### src/rtl/memory_game_sequence_player_if.sv
// memory_game_sequence_player_if: game-FSM/register-file/display bundle for the sequence player.
// Ports: start/abort/seq_len/delay requests, rd_addr/rd_data synchronous register-file read,
// uo_out segments {dp,g,f,e,d,c,b,a}, busy/done status. master drives requests, slave is the player.
interface memory_game_sequence_player_if #(parameter int MAX_LEN = 16);
  localparam int AW = $clog2(MAX_LEN);
  logic          start;
  logic          abort;
  logic [4:0]    seq_len;
  logic [4:0]    delay;
  logic [AW-1:0] rd_addr;
  logic [2:0]    rd_data;
  logic [7:0]    uo_out;
  logic          busy;
  logic          done;
  modport master(output start, abort, seq_len, delay, rd_data, input rd_addr, uo_out, busy, done);
  modport slave(input start, abort, seq_len, delay, rd_data, output rd_addr, uo_out, busy, done);
endinterface

### src/rtl/memory_game_sequence_player.sv
// memory_game_sequence_player: flashes a stored digit sequence on a seven-segment display.
// Ports: clk, rst (async, active-high), bus (slave): start/abort/seq_len/delay in,
// rd_addr out / rd_data in (one-cycle synchronous read), uo_out registered segments, busy, done pulse.
module memory_game_sequence_player #(
  parameter int MAX_LEN  = 16,
  parameter int TICK_DIV = 12_000_000
) (
  input logic clk,
  input logic rst,
  memory_game_sequence_player_if.slave bus
);
  localparam int AW = $clog2(MAX_LEN);
  localparam int LW = AW + 1;
  localparam int OW = $clog2(32 * TICK_DIV + 1);
  localparam logic [2:0] IDLE  = 3'd0;
  localparam logic [2:0] FETCH = 3'd1;
  localparam logic [2:0] SHOW  = 3'd2;
  localparam logic [2:0] GAP   = 3'd3;
  localparam logic [2:0] DONE  = 3'd4;
  logic [2:0]    state_q, state_d;
  logic [AW-1:0] index_q, index_d;
  logic [OW-1:0] timer_q, timer_d;
  logic [OW-1:0] on_q, on_d;
  logic [LW-1:0] len_q, len_d;
  logic [2:0]    digit_q, digit_d;
  logic          first_q, first_d;
  logic [7:0]    uo_q, uo_d;
  logic          done_q, done_d;
  function automatic logic [6:0] seg(input logic [2:0] d);
    case (d)
      3'd0: seg = 7'h3F;
      3'd1: seg = 7'h06;
      3'd2: seg = 7'h5B;
      3'd3: seg = 7'h4F;
      3'd4: seg = 7'h66;
      3'd5: seg = 7'h6D;
      3'd6: seg = 7'h7D;
      default: seg = 7'h07;
    endcase
  endfunction
  always_comb begin
    state_d = state_q;
    index_d = index_q;
    timer_d = timer_q;
    on_d    = on_q;
    len_d   = len_q;
    digit_d = digit_q;
    first_d = 1'b0;
    uo_d    = 8'h00;
    done_d  = 1'b0;
    if (bus.abort) begin
      state_d = IDLE;
      index_d = '0;
    end else begin
      case (state_q)
        IDLE: if (bus.start) begin
          len_d   = (32'(bus.seq_len) > MAX_LEN) ? LW'(MAX_LEN) : LW'(bus.seq_len);
          on_d    = OW'((32'(bus.delay) + 32'd1) * 32'(TICK_DIV));
          index_d = '0;
          state_d = (len_d == '0) ? DONE : FETCH;
        end
        FETCH: begin
          state_d = SHOW;
          timer_d = on_q - OW'(1);
          first_d = 1'b1;
        end
        SHOW: begin
          digit_d = first_q ? bus.rd_data : digit_q;
          uo_d    = {index_q == '0, seg(digit_d)};
          timer_d = (timer_q == '0) ? on_q - OW'(1) : timer_q - OW'(1);
          state_d = (timer_q == '0) ? GAP : SHOW;
        end
        GAP: begin
          timer_d = timer_q - OW'(1);
          if (timer_q == '0) begin
            state_d = ({1'b0, index_q} == len_q - LW'(1)) ? DONE : FETCH;
            index_d = ({1'b0, index_q} == len_q - LW'(1)) ? index_q : index_q + AW'(1);
          end
        end
        DONE: begin
          done_d  = 1'b1;
          state_d = IDLE;
        end
        default: state_d = IDLE;
      endcase
    end
  end
  always_ff @(posedge clk or posedge rst) begin
    if (rst) begin
      state_q <= IDLE;
      index_q <= '0;
      timer_q <= '0;
      on_q    <= '0;
      len_q   <= '0;
      digit_q <= '0;
      first_q <= 1'b0;
      uo_q    <= 8'h00;
      done_q  <= 1'b0;
    end else begin
      state_q <= state_d;
      index_q <= index_d;
      timer_q <= timer_d;
      on_q    <= on_d;
      len_q   <= len_d;
      digit_q <= digit_d;
      first_q <= first_d;
      uo_q    <= uo_d;
      done_q  <= done_d;
    end
  end
  assign bus.rd_addr = index_q;
  assign bus.uo_out  = uo_q;
  assign bus.busy    = state_q != IDLE;
  assign bus.done    = done_q;
endmodule

### src/flat_wrapper.sv
// flat-port wrapper written by rule: the top's interface ports become plain ports
module memory_game_sequence_player_flat 
#(
  parameter int MAX_LEN  = 16,
  parameter int TICK_DIV = 12_000_000
)
  (clk, rst, bus_start, bus_abort, bus_seq_len, bus_delay, bus_rd_data, bus_rd_addr, bus_uo_out, bus_busy, bus_done);
  memory_game_sequence_player_if #(.MAX_LEN(MAX_LEN)) bus_i ();
  input logic clk;
  input logic rst;
  input wire logic [$bits(bus_i.start)-1:0] bus_start;
  input wire logic [$bits(bus_i.abort)-1:0] bus_abort;
  input wire logic [$bits(bus_i.seq_len)-1:0] bus_seq_len;
  input wire logic [$bits(bus_i.delay)-1:0] bus_delay;
  input wire logic [$bits(bus_i.rd_data)-1:0] bus_rd_data;
  output wire logic [$bits(bus_i.rd_addr)-1:0] bus_rd_addr;
  output wire logic [$bits(bus_i.uo_out)-1:0] bus_uo_out;
  output wire logic [$bits(bus_i.busy)-1:0] bus_busy;
  output wire logic [$bits(bus_i.done)-1:0] bus_done;
  assign bus_i.start = bus_start;
  assign bus_i.abort = bus_abort;
  assign bus_i.seq_len = bus_seq_len;
  assign bus_i.delay = bus_delay;
  assign bus_i.rd_data = bus_rd_data;
  assign bus_rd_addr = bus_i.rd_addr;
  assign bus_uo_out = bus_i.uo_out;
  assign bus_busy = bus_i.busy;
  assign bus_done = bus_i.done;
  memory_game_sequence_player #(.MAX_LEN(MAX_LEN), .TICK_DIV(TICK_DIV)) u_core (.clk(clk), .rst(rst), .bus(bus_i));
endmodule
### config.mk
export PLATFORM = sky130hd
export DESIGN_NAME = memory_game_sequence_player_flat
export DESIGN_NICKNAME = d
export VERILOG_FILES = /design/src/rtl/memory_game_sequence_player_if.sv /design/src/rtl/memory_game_sequence_player.sv /design/src/flat_wrapper.sv
export SDC_FILE = /design/constraint.sdc
export NUM_CORES = 1
export LEC_CHECK = 0
export CORE_AREA = 8 8 124 126
export DETAILED_ROUTE_END_ITERATION = 10
export DIE_AREA = 0 0 132 134
export PLACE_DENSITY = 0.7
export RECOVER_POWER = 50
export SKIP_LAST_GASP = 1
export SLEW_MARGIN = 20
export SYNTH_ARGS = -nofsm -noshare
export SYNTH_HDL_FRONTEND = slang
export SYNTH_SLANG_ARGS = --single-unit
### constraint.sdc
create_clock -name clk -period 2.8 [get_ports clk]
set_input_delay 0.28 -clock clk [delete_from_list [all_inputs] [get_ports clk]]
set_output_delay 0.28 -clock clk [all_outputs]
set_load 0.1 [all_outputs]
# Yosys cells after proc, flatten, opt, wreduce, memory -nomap -nowiden
# Cells that the tools add are included.
# word_totals
regBits,75
out_inout_bits,14
word_cells,67
# op_classes
add_sub_neg,5
n_mul,1
n_lt_le_gt_ge,1
n_eq_ne,14
mux,23
bitwise,1
reduce_logical,13
# op_table
cell,count
$pmux W29 S3,1
$sub A29 B1 Y29 const B,2
$pmux W7 S7,1
$mul A32 B16 Y21 const B,1
$logic_not A29 Y1,1
$mux W29,1
$mux W3,6
$mux W4,4
$mux W8,2
$eq A3 B2 Y1 const B,4
$eq A3 B3 Y1 const B,4
$pmux W3 S4,1
$reduce_bool A3 Y1,3
$pmux W4 S2,1
$add A5 B1 Y6 const B,1
$eq A3 B1 Y1 const B,2
$logic_not A3 Y1,2
$ne A3 B3 Y1 const B,2
$reduce_and A2 Y1,3
$eq A4 B5 Y1,1
$gt A5 B5 Y1 const B,1
$logic_not A5 Y1,1
$mux W1,5
$mux W5,1
other kinds (7),7

# Longest topological paths before layout
# Gate-level depths: netlist (run 1).
# logic_depth
word_depth,7
ltp_mapped,18
depth_no_buf,17

# Least setup slack after synthesis (run 1)
# Ideal clock, no wire load.
# synth_timing
kind,input to register
from,input bus_delay[0]
to,register u_core.on_q[27]
setup_ps,133
arrival_ps,4513
required_ps,2667
path_slack_ps,-1846
stages,16
cell_sequence,clkbuf_1 > nand3_1 > nor2_1 > ha_1 > inv_1 > fa_1 > fa_1 > inv_1 > ha_1 > nor2b_1 > o31a_1 > or4_1 > a221o_1 > a311oi_1 > xnor2_1 > o21ai_0
# synth_via
elab_chain_cells,2
# synth_rtl
element,line,source
start: declaration,flat_wrapper.sv:14,input wire logic [$bits(bus_i.delay)-1:0] bus_delay;
$add A5 B1 Y6,memory_game_sequence_player.sv:58,on_d = OW'((32'(bus.delay) + 32'd1) * 32'(TICK_DIV));
$mul A32 B16 Y21,memory_game_sequence_player.sv:58,
end signal: assignment,memory_game_sequence_player.sv:103,on_q <= on_d;
end: declaration,memory_game_sequence_player.sv:23,"logic [OW-1:0] on_q, on_d;"
# No other way between the ends.
# A chain may end at the register's enable or synchronous reset.

# Final worst setup path (run 1)
# layout_timing
from,input bus_delay[1]
to,register u_core.on_q[27]
# Same word-level chain as after synthesis.

==> results.txt, run 1 <==
The worst register-to-register path ends at u_core.timer_q[25]. The worst setup path is captured at a flop. After Yosys synthesis, full adders, half adders and majority gates account for 16.2% of the synthesized area. Measured in cells, the most critical reg-to-reg path has a length of 8. In this run the clock root is driven by a sky130_fd_sc_hd__clkbuf_16. In this run the critical register-to-register path is launched from u_core.timer_q[20].

For this design the ratio of total power to cell area is 778 mW/mm2. The startpoint type of the worst setup path is an input port. Counting flops and latches in the post-synthesis netlist gives 75.

The area share of the leading cell type in the synthesized netlist is 31.8%. TritonCTS built the clock tree. Across the run, the number of max-cap violations was 0. The HPWL after detailed placement is 10.9 mm.

The multiplexer share of the synthesized area came out at 2.16%. At the end of routability-driven placement, the weighted congestion stood at 0.876. The sum of overflow across all layers after global routing is 0. The worst hold path belongs to the class input port to flop. The number of vias per cell after detailed routing came out at 5.34.

The number of global-route vias before repair is 5,383. The dominant combinational cell family by area after synthesis is simple AND/OR/NAND/NOR gates. Across all setup checks in the final design, the least slack found is -1100 ps. The area added between synthesis and finish is 32.5%.

The worst path in the final design needs a cycle of 3900 ps, including I/O delays and setup. The measured slew at the worst slew-check pin came out at 1280 ps. The finished layout cell area came out at 0.00781 mm2. Clock-pin slew was measured on the worst setup and hold paths at 50 ps. The overall track demand over capacity in global routing is 16.8%. For flop-to-flop paths, the worst setup slack is 70 ps.

The final reports fail on negative setup slack. The run finished, with violations left. The final number of hold-violating endpoints came out at 0. The number of synthesized flops with an enable pin is 0. The final standard cell utilization of the core is 57.8%. In the synthesized netlist the dominant register cell turns out to be sky130_fd_sc_hd__dfrtp_1. In this run the worst setup path terminates at u_core.on_q[27]. 0 antenna diodes ended up in the layout.

Once placement completed, the tool counted placed cells totaling 960. The core region area is 0.0135 mm2. The fraction of synthesis flops using an asynchronous set or reset pin came out at 100%. The number of buffers between clock root and the deepest sink came out at 2. The critical path arrival is 4110 ps. The total of warnings raised by yosys is 0. Buffers inserted to repair hold after CTS numbered 0. The overall die height is 134 um.

The count of endpoints failing setup in the final report came out at 15. Entering global routing, the biggest net connects 34 pins. The placed instances occupy a cell area of 0.00710 mm2. The clock insertion delay at the later pin of the skew report is 340 ps.

For this design the static power due to leakage is 3.42 nW. The remaining number of nets flagged by the antenna check after routing came out at 0. The most common cell after layout, fill and taps aside is sky130_fd_sc_hd__buf_4.

Leaving out fill and tap cells, the most frequent cells in the layout are 99 x sky130_fd_sc_hd__buf_4, 75 x sky130_fd_sc_hd__dfrtp_1, 61 x sky130_fd_sc_hd__nand2_1, 56 x sky130_fd_sc_hd__inv_1, 50 x sky130_fd_sc_hd__nor2_1. The number of nets produced by synthesis is 768. The fraction of layout cells with a size suffix above 1 is 25.4%. The number of H-tree branching levels came out at 3. The residual DRC count came out at 0. The sink count of the clock tree came out at 75. The highest attainable clock frequency is 257 MHz. The pre-antenna-repair detailed-routing pass consisted of 4 iterations.

The largest voltage drop on the vdd net came out at 343 uV. In the post-synthesis netlist, the biggest area contributors are sky130_fd_sc_hd__dfrtp_1 32%, sky130_fd_sc_hd__ha_1 9.8%, sky130_fd_sc_hd__fa_1 6.5%. The number of cell rows is 43. 31 I/O pins were placed. Setup repair after global routing could not meet its margin everywhere. The period utilization is 139%. The cell taking the most area after synthesis is sky130_fd_sc_hd__dfrtp_1. The via count of the routed design is 5,309.

The net count of the finished layout is 893. The cell area that synthesis handed to floorplanning was 0.00590 mm2. The initial DRC count is 357. The initial standard-cell utilization of the core is 43.7%. STA puts the critical path data required time at 3010 ps. The count of cell types in the netlist came out at 61. The width of the die is 132 um. The synthesized netlist devotes 19.4% of its cell area to simple gates. The total of buffers placed on input and output ports is 30.

In this run the worst path has a maximum fanout of 3. The critical path is of the input port to flop type. Between clock sinks in the finished design, the worst skew comes to 8.52 ps. The number of antenna violations at the first check in global routing is 0. The startpoint of the most critical setup path is bus_delay[1]. The complex-gate fraction of the synthesized area came out at 17.6%. The final routed wire length divided by cell count came out at 14.8 um. The share of the yosys chip area belonging to registers came out at 31.8%. The max-slew violation count is 0. The synthesized area per cell came out at 8.59 um2. The cell count after synthesis came out at 686. The number of CTS-inserted buffers came out at 9. The post-detailed-routing wire length came out at 14.8 mm. The max-slew headroom at the worst pin came out at 14.5%. After the flow finishes, the layout carries non-filler instances totaling 995.

The die outline area came out at 0.0177 mm2. After Yosys synthesis, XOR and XNOR cells account for 6.54% of the synthesized area. The first global-routing pass estimated 25.1 mm of wire.
## what timing repair did
| item | CTS | global route |
|---|---|---|
| cloned | 0 | 1 |
| setup endpoints to repair | 17 | 31 |
| buffers inserted | 15 | 8 |
| pin swaps | 45 | 18 |
| gates resized for setup | 82 | 13 |
## cell usage after synthesis, types with 4 or more instances
| cell type | n |
|---|---|
| sky130_fd_sc_hd__a21oi_1 | 44 |
| sky130_fd_sc_hd__or4_1 | 6 |
| sky130_fd_sc_hd__nand2b_1 | 11 |
| sky130_fd_sc_hd__nor2b_1 | 5 |
| sky130_fd_sc_hd__o22a_1 | 4 |
| sky130_fd_sc_hd__nor4_1 | 14 |
| sky130_fd_sc_hd__o21a_1 | 6 |
| sky130_fd_sc_hd__a31oi_1 | 14 |
| sky130_fd_sc_hd__nand3b_1 | 4 |
| sky130_fd_sc_hd__inv_1 | 65 |
| sky130_fd_sc_hd__o21ai_0 | 53 |
| sky130_fd_sc_hd__mux2i_1 | 6 |
| sky130_fd_sc_hd__mux2_2 | 6 |
| sky130_fd_sc_hd__nor3_1 | 24 |
| sky130_fd_sc_hd__o21ai_1 | 8 |
| sky130_fd_sc_hd__clkbuf_1 | 16 |
| sky130_fd_sc_hd__buf_6 | 4 |
| sky130_fd_sc_hd__xnor2_1 | 26 |
| sky130_fd_sc_hd__xor2_1 | 18 |
| sky130_fd_sc_hd__nand2_1 | 63 |
| sky130_fd_sc_hd__ha_1 | 46 |
| sky130_fd_sc_hd__nor2_1 | 52 |
| sky130_fd_sc_hd__fa_1 | 19 |
| sky130_fd_sc_hd__nor3b_1 | 4 |
| sky130_fd_sc_hd__o31ai_1 | 5 |
| sky130_fd_sc_hd__nand3_1 | 23 |
| sky130_fd_sc_hd__dfrtp_1 | 75 |
| sky130_fd_sc_hd__or3_1 | 9 |
| sky130_fd_sc_hd__nand4_1 | 6 |
## critical path, cell delays in order
cell	delay (ps)
sky130_fd_sc_hd__buf_8	90
sky130_fd_sc_hd__ha_4	150
sky130_fd_sc_hd__nand3_4	100
sky130_fd_sc_hd__xnor2_4	150
sky130_fd_sc_hd__ha_4	290
sky130_fd_sc_hd__inv_4	40
sky130_fd_sc_hd__fa_1	500
sky130_fd_sc_hd__fa_1	530
sky130_fd_sc_hd__inv_2	50
sky130_fd_sc_hd__ha_4	210
sky130_fd_sc_hd__nor2b_4	120
sky130_fd_sc_hd__o31a_1	260
sky130_fd_sc_hd__or4_4	490
sky130_fd_sc_hd__a221o_1	360
sky130_fd_sc_hd__a311oi_2	250
sky130_fd_sc_hd__xnor2_1	160
sky130_fd_sc_hd__o21ai_1	70
## through the flow
stage                     TNS, ps  hold slack [ps]  power (mW)  setup WS [ps]
final                       -9890              462        6.08          -1100
after global routing       -12160              497        6.53          -1200
after CTS                   -9500              286        5.93          -1050
after detailed placement   -23900              492        4.51          -2050
after global placement     -22670              482        4.41          -1970
after floorplan            -10710              346        3.54          -1390
## report_power, final
group	total (mW)	leakage (nW)	internal, mW	switching, mW
logic	3.21	2.36	1.61	1.60
registers	1.78	0.920	1.41	0.370
clock network	1.08	0.141	0.664	0.419
total	6.08	3.42	3.69	2.39
## layout make-up
type | instances | area (um2)
Multi-Input combinational cell | 522 | 4060
Fill cell | 1174 | 5690
Clock buffer | 13 | 270
Sequential cell | 75 | 1880
Inverter | 65 | 251
Clock inverter | 2 | 10.0
Timing Repair Buffer | 138 | 1110
Tap cell | 180 | 225
## worst min-delay path by stage
stage	startpoint	end	slack, ps	cells past startpoint
finish	bus_delay[2]	u_core.on_q[10]	460	4
global route	bus_delay[0]	u_core.on_q[8]	500	4
CTS	rst	u_core.bus.rd_addr[0]	290	2
detailed placement	u_core.digit_q[2]	u_core.digit_q[2]	490	2
global placement	u_core.timer_q[13]	u_core.timer_q[13]	480	1
floorplan	bus_abort	u_core.bus.done	350	1
## kinds of logic (layout without fill, tap and decap cells)
logic type | Yosys count | in the layout
flops | 75 | 75
simple gates | 233 | 233
fa+ha+maj | 65 | 65
compound gates | 168 | 168
mux | 12 | 12
buf+inv | 89 | 218
xor+xnor | 44 | 44
## per-layer routing
layer | vias up | part of all wire (%) | track usage, %
li1 | 2664 | - | -
met1 | 2546 | 43 | 19.7
met2 | 77 | 52 | 30.5
met3 | 22 | 2.5 | 2.36
met4 | 0 | 1.9 | 6.45
met5 | - | 0 | 0
## registers in the layout (all words and copies together) (netlist names)
name	flops
u_core.bus.rd_addr	4
u_core.digit_q	3
u_core.state_q	3
u_core.bus.uo_out	8
u_core.bus.done	1
u_core.first_q	1
u_core.len_q	5
u_core.timer_q	29
u_core.on_q	21
(Power assumes the default switching activity.)
==> run 2, diff against run 1 <==
--- a/config.mk
+++ b/config.mk
@@ -5,10 +5,10 @@
 export SDC_FILE = /design/constraint.sdc
 export NUM_CORES = 1
 export LEC_CHECK = 0
-export CORE_AREA = 8 8 124 126
+export CORE_AREA = 8 8 131 133
 export DETAILED_ROUTE_END_ITERATION = 10
-export DIE_AREA = 0 0 132 134
-export PLACE_DENSITY = 0.7
+export DIE_AREA = 0 0 139 141
+export PLACE_DENSITY = 0.64
 export RECOVER_POWER = 50
 export SKIP_LAST_GASP = 1
 export SLEW_MARGIN = 20
==> results.txt, run 2 (same netlist as run 1, synthesis figures left out) <==
For this run, design rule violations remaining after detail routing come to 0. The period utilization is 138%. From left edge to right edge, the die measures 139 um. The master of the slowest instance on the critical path is sky130_fd_sc_hd__fa_1. The count of endpoints failing setup in the final report came out at 16. The overall power consumption is 6.25 mW.

The number of H-tree branching levels is 3. The core region area is 0.0150 mm2. The slack of the worst reg-to-reg path came out at 170 ps. The category of the most critical setup path is input port to flop.

After detailed placement, the design holds a cell count of 969. The number of buffers and inverters on the critical path came out at 6. The checks that failed: max-capacitance violations, max-slew violations, negative setup slack.

The sum of overflow across all layers after global routing came out at 0. Of all nets on the critical path, the largest fanout is 3. The number of antenna violations at the first check in global routing is 0. The clock insertion delay at the later pin of the skew report came out at 340 ps. The max-slew violation count came to 76.

STA classifies the critical path endpoint as a flop. The required time of the critical path came out at 3060 ps. The pin count of the biggest net entering global routing came out at 76. The setup TNS came out at -10,420 ps.

Setup repair after global routing could not meet its margin everywhere. The area added between synthesis and finish is 34.8%. The signal on the critical path passes through buf_8, ha_4, buf_6, xor2_4, ha_4, inv_2, fa_1, fa_1, inv_2, ha_4, nor2b_4, o31a_1, or4_4, a221o_1, buf_4, buf_6, xnor2_2, o21ai_1. The highest attainable clock frequency came out at 259 MHz. The initial standard-cell utilization of the core came out at 39.4%. The finished layout cell area is 0.00795 mm2.

The final estimated routing congestion in global placement came out at 0.858. The worst-case hold slack came out at 468 ps. The quantity of hold-fixing buffers added after cts is 0. The final number of hold-violating endpoints came out at 0.

The worst setup margin came out at -1060 ps. The cell area power density came out at 787 mW/mm2. TritonCTS built the clock tree. The overall track demand over capacity in global routing is 15.6%. At the pin with the least slew margin, the transition time is 1880 ps. Clock skew on the completed layout was measured at 5.71 ps. The number of vias per cell after detailed routing is 5.37. The run finished, with violations left.

The number of flip-flops under the largest register name is 29. Summed over all cells, the static leakage comes to 3.52 nW. More flip-flops sit in one register than any other, and that register is u_core.timer_q.

The die outline area is 0.0196 mm2. The worst stage delay on the critical path came out at 530 ps. The net count of the finished layout is 893.

The estimated wirelength of the detail-placed design is 11.2 mm. The number of buffers between clock root and the deepest sink is 2. CTS saw 75 sinks. The path class of the tightest hold or removal check is input port to flop.

The number of cell rows is 45. The tree is rooted in a sky130_fd_sc_hd__clkbuf_16. Among cell families on the critical path, the largest total delay comes from adder cells. The number of CTS-inserted buffers is 9. The post-detailed-routing wire length is 14.9 mm. The max-slew headroom at the worst pin came out at -25.1%. The placement-stage worst setup slack is -2000 ps. Across the run, the number of max-cap violations was 1.

The largest voltage drop on the vdd net is 297 uV. Among the stages of the critical path, the cell type that occurs most often is sky130_fd_sc_hd__ha_4. The top cell types in the final layout, fill and taps aside, are 98 x sky130_fd_sc_hd__buf_4, 75 x sky130_fd_sc_hd__dfrtp_1, 62 x sky130_fd_sc_hd__nand2_1, 57 x sky130_fd_sc_hd__inv_1, 51 x sky130_fd_sc_hd__nor2_1. The first-pass GRT wire length is 25.6 mm.

The overall die height came out at 141 um. The top-level port count came out at 31. The library cell used most frequently in the layout, excluding fill and tap cells, is sky130_fd_sc_hd__buf_4. The post-place instance area came out at 0.00715 mm2.

The fraction of layout cells with a size suffix above 1 is 25.9%. The final standard cell count with taps included and fillers excluded came out at 1,004. Once detail routing completed, the nets flagged for antenna violations numbered 0. The antenna diode count came out at 0. The number of global-route vias before repair is 5,528. The startpoint type of the worst setup path is an input port. The final routed wire length divided by cell count is 14.9 um.

The final period demand of the worst path is 3860 ps. The register clock-pin slew on the reported worst setup and hold paths came out at 60 ps. After the first detailed-routing iteration, the DRC count stood at 323. The critical path arrival came out at 4120 ps.

Input and output buffers added on the ports amount to 30. The final standard cell utilization of the core is 53.1%. The length of the first detailed-routing pass in iterations is 7. The via count of the routed design came out at 5,389.
==> run 2: worst reg2reg max path: cells and delay by family (launching register included) <==
family                 cells  cell delay [ps]
DFF                        1              370
AOI/OAI and AO/OA          4              480
and+or+nand+nor            3             1330
buffers and inverters      2              310
==> run 2: final cells by class <==
class                   instances  area (um2)
clock buffers                  12         267
flip-flops and latches         75        1880
clock inverters                 4        47.5
fillers                      1314        7030
well taps                     188         235
multi-input cells             522        4080
inverters                      65         249
repair buffers                138        1200
==> run 2: what timing repair did <==
| item | in CTS | in global routing |
|---|---|---|
| resized for setup | 79 | 21 |
| setup endpoints to repair | 17 | 17 |
| cloned | 0 | 1 |
| pin swaps | 49 | 28 |
| setup buffers | 14 | 7 |
==> run 2: per-layer routing <==
metal  routed length [um]  up-vias  global-route usage, %
met3                  481       32                   1.86
met4                  422        0                   7.51
met5                    0        -                      0
met1                 6320     2570                   17.7
li1                     -     2668                      -
met2                 7720      119                   28.5
==> run 2: path summary, 6_finish.rpt <==
| kind | startpoint | end | cells past startpoint |
|---|---|---|---|
| setup reg to reg | u_core.timer_q[20] | u_core.timer_q[26] | 9 |
| setup / recovery | bus_delay[0] | u_core.on_q[21] | 18 |
| max in group asynchronous | rst | u_core.timer_q[15] | 3 |
| hold reg to reg | u_core.timer_q[6] | u_core.timer_q[6] | 1 |
| min in group asynchronous | rst | u_core.bus.rd_addr[1] | 3 |
| hold / removal | bus_delay[0] | u_core.on_q[8] | 4 |
==> run 2: power breakdown <==
part / internal [mW] / switching, mW / total [mW]
sequential: 1.41 / 0.369 / 1.78
combinational: 1.65 / 1.63 / 3.28
clock: 0.759 / 0.438 / 1.20
total: 3.82 / 2.43 / 6.25
==> run 3, diff against run 2 <==
--- a/config.mk
+++ b/config.mk
@@ -5,12 +5,11 @@
 export SDC_FILE = /design/constraint.sdc
 export NUM_CORES = 1
 export LEC_CHECK = 0
-export CORE_AREA = 8 8 131 133
+export CORE_AREA = 8 8 124 126
 export DETAILED_ROUTE_END_ITERATION = 10
-export DIE_AREA = 0 0 139 141
-export PLACE_DENSITY = 0.64
+export DIE_AREA = 0 0 132 134
+export PLACE_DENSITY = 0.7
 export RECOVER_POWER = 50
-export SKIP_LAST_GASP = 1
 export SLEW_MARGIN = 20
 export SYNTH_ARGS = -nofsm -noshare
 export SYNTH_HDL_FRONTEND = slang
==> results.txt, run 3 (same netlist as run 1, synthesis figures left out) <==
The required time of the critical path is 3010 ps. The worst stage delay on the critical path came out at 530 ps. The path with the worst hold slack has its endpoint at u_core.on_q[8]. The largest fanout on the critical path came out at 3. u_core.timer_q holds more flip-flops than any other register. The width of the die came out at 132 um. The largest voltage drop on the vdd net came out at 350 uV.

STA classifies the critical path startpoint as an input port. Leaving out fill and tap cells, the most frequent cell in the layout is sky130_fd_sc_hd__buf_4. In this run the critical register-to-register path is launched from u_core.timer_q[20]. In the layout the commonest cells are 95 x sky130_fd_sc_hd__buf_4, 75 x sky130_fd_sc_hd__dfrtp_1, 60 x sky130_fd_sc_hd__nand2_1, 56 x sky130_fd_sc_hd__inv_1, 50 x sky130_fd_sc_hd__nor2_1. The number of H-tree branching levels is 3. In this run the most used layer during global routing was met2. Data arrives at the worst endpoint at 4110 ps. The total of buffers placed on input and output ports is 30. The final period demand of the worst path came out at 3900 ps. The hold-critical path depth came out at 4.

The core region area came out at 0.0135 mm2. Global routing used 19.7% of the available met1 tracks. Setup violations remaining at the end of the flow were counted as 15. The post-detailed-routing wire length came out at 14.7 mm. Global routing used 30.5% of the available met2 tracks. The worst setup path is captured at a flop. In this run the tightest slew margin relative to its limit is 15.2%. For this design the static power due to leakage is 3.43 nW.

The final routed wire length divided by cell count is 14.8 um. The worst setup skew after layout came out at 8.39 ps. Clock tree synthesis selected as its root buffer the cell sky130_fd_sc_hd__clkbuf_16. At the pin with the least slew margin, the transition time is 1270 ps. The master of the slowest instance on the critical path is sky130_fd_sc_hd__fa_1. The global routing usage on met3 came out at 2.36%. The number of cell rows came out at 43.

The via count of the routed design came out at 5,333. The remaining number of nets flagged by the antenna check after routing came out at 0. The clock tree from TritonCTS is yes. The worst setup path is of the input port to flop kind. Once the floorplan was initialized, standard cells occupied 43.7% of the core.

For flop-to-flop paths, the worst setup slack is 70 ps. The cell area power density is 776 mW/mm2. The overall die height came out at 134 um.

The top-level port count came out at 31. The antenna diode count is 0. The filler cell count came out at 1,167.

The worst hold path belongs to the class input port to flop. Setup repair after global routing could not meet its margin everywhere. The net count of the finished layout came out at 894. The estimated wirelength of the detail-placed design came out at 10.9 mm. The highest attainable clock frequency came out at 257 MHz. The number of flip-flops under the largest register name is 29. The final reports fail on negative setup slack. The logic depth of the worst register-to-register path came out at 8. The pin count of the biggest net entering global routing came out at 34. The final number of hold-violating endpoints is 0. The die covers 0.0177 mm2. The overall track demand over capacity in global routing came out at 16.8%.

The signal on the critical path passes through buf_8, ha_4, nand3_4, xnor2_4, ha_4, inv_4, fa_1, fa_1, inv_2, ha_4, nor2b_4, o31a_1, or4_4, a221o_1, a311oi_2, xnor2_1, o21ai_1. The number of vias per cell after detailed routing came out at 5.35. In the final timing run, aggregate negative setup slack is -9910 ps. The max-slew violation count is 0. The number of CTS-inserted buffers is 9. The area added between synthesis and finish came out at 33.1%. In this run the critical register-to-register path is captured at u_core.timer_q[25].

The period utilization came out at 139%. The clock insertion delay at the later pin of the skew report came out at 340 ps. The register clock-pin slew on the reported worst setup and hold paths came out at 50 ps. The run finished, with violations left. The length of the first detailed-routing pass in iterations came out at 5. The startpoint identified for the worst hold timing path is bus_delay[0]. The number of buffers between clock root and the deepest sink came out at 2. The fraction of layout cells with a size suffix above 1 is 25.5%. The initial DRC count came out at 343. The number of global-route vias before repair is 5,386. The final standard cell utilization of the core is 58.1%. The max-cap violation count came out at 0.

The cell that appears most often on the critical path is sky130_fd_sc_hd__ha_4. The first global-routing pass estimated 25.1 mm of wire. The congestion estimate from routability-driven global placement came to 0.876. Setup slack on the critical path of the routed design comes to -1100 ps.

The quantity of hold-fixing buffers added after cts came out at 0. For this design, the sink count on the clock tree is 75. The sum of overflow across all layers after global routing came out at 0. The number of antenna violations at the first check in global routing is 0.

For this run, design rule violations remaining after detail routing come to 0.
## run 3: changes by cell type in the layout (fill, tap and decap cells not counted), sizes merged
cell,delta
buf,-5
bufinv,-1
clkbuf,+7
clkinv,-1
clkinvlp,-1
inv,+1
## run 3: how the worst max path moves through the flow
| stage | cells after the start | to | slack (ps) | from |
|---|---|---|---|---|
| after floorplan | 17 | u_core.on_q[27] | -1390 | bus_delay[0] |
| after global placement | 18 | u_core.on_q[27] | -1970 | bus_delay[0] |
| after detailed placement | 18 | u_core.on_q[27] | -2050 | bus_delay[0] |
| after CTS | 17 | u_core.on_q[27] | -1050 | bus_delay[0] |
| after global routing | 17 | u_core.on_q[27] | -1200 | bus_delay[1] |
| final | 17 | u_core.on_q[27] | -1100 | bus_delay[1] |
## run 3: metal layers
metal | vias to the layer above | wire length [um] | part of all wire (%)
met1 | 2549 | 6350 | 43
met5 | - | 0 | 0
met3 | 19 | 404 | 2.7
met4 | 0 | 272 | 1.8
met2 | 94 | 7690 | 52
li1 | 2671 | - | -
## run 3: layout make-up
class / instances / area (um2) / area share (%)
multi-input cells: 522 / 4080 / 51.9
clock inverters: 2 / 10.0 / 0.128
repair buffers: 139 / 1140 / 14.5
flip-flops and latches: 75 / 1880 / 23.9
inverters: 65 / 251 / 3.20
well taps: 180 / 225 / 2.87
clock buffers: 13 / 270 / 3.44
## run 3: report_power, final
part           total [mW]  leakage [nW]  switching [mW]  internal (mW)
Combinational        3.23          2.36            1.60           1.63
Sequential           1.78         0.920           0.369           1.41
Clock                1.08         0.141           0.418          0.664
Total                6.09          3.43            2.39           3.70
## run 3: worst max-delay path: cells and delay by family
family	cells	cell delay (ps)
xor+xnor	2	310
compound gates	4	950
simple gates	3	710
fa+ha+maj	5	1680
buf+inv	3	180
## run 3: repair_timing
item,4_1_cts,5_1_grt
resized for setup,86,16
pin swaps,45,17
cloned,0,1
endpoints found under the setup margin,17,31
setup buffers,15,8
## run 3: metrics by stage
stage / power, mW / instance area [um2] / std cells / setup slack (ps) / hold WS, ps
2_1_floorplan: 3.54 / 6090 / 686 / -1390 / 346
3_3_place_gp: 4.41 / 7100 / 960 / -1970 / 482
3_5_place_dp: 4.51 / 7100 / 960 / -2050 / 492
4_1_cts: 5.95 / 7740 / 988 / -1050 / 286
5_1_grt: 6.56 / 7850 / 996 / -1200 / 497
6_report: 6.09 / 7850 / 996 / -1100 / 461
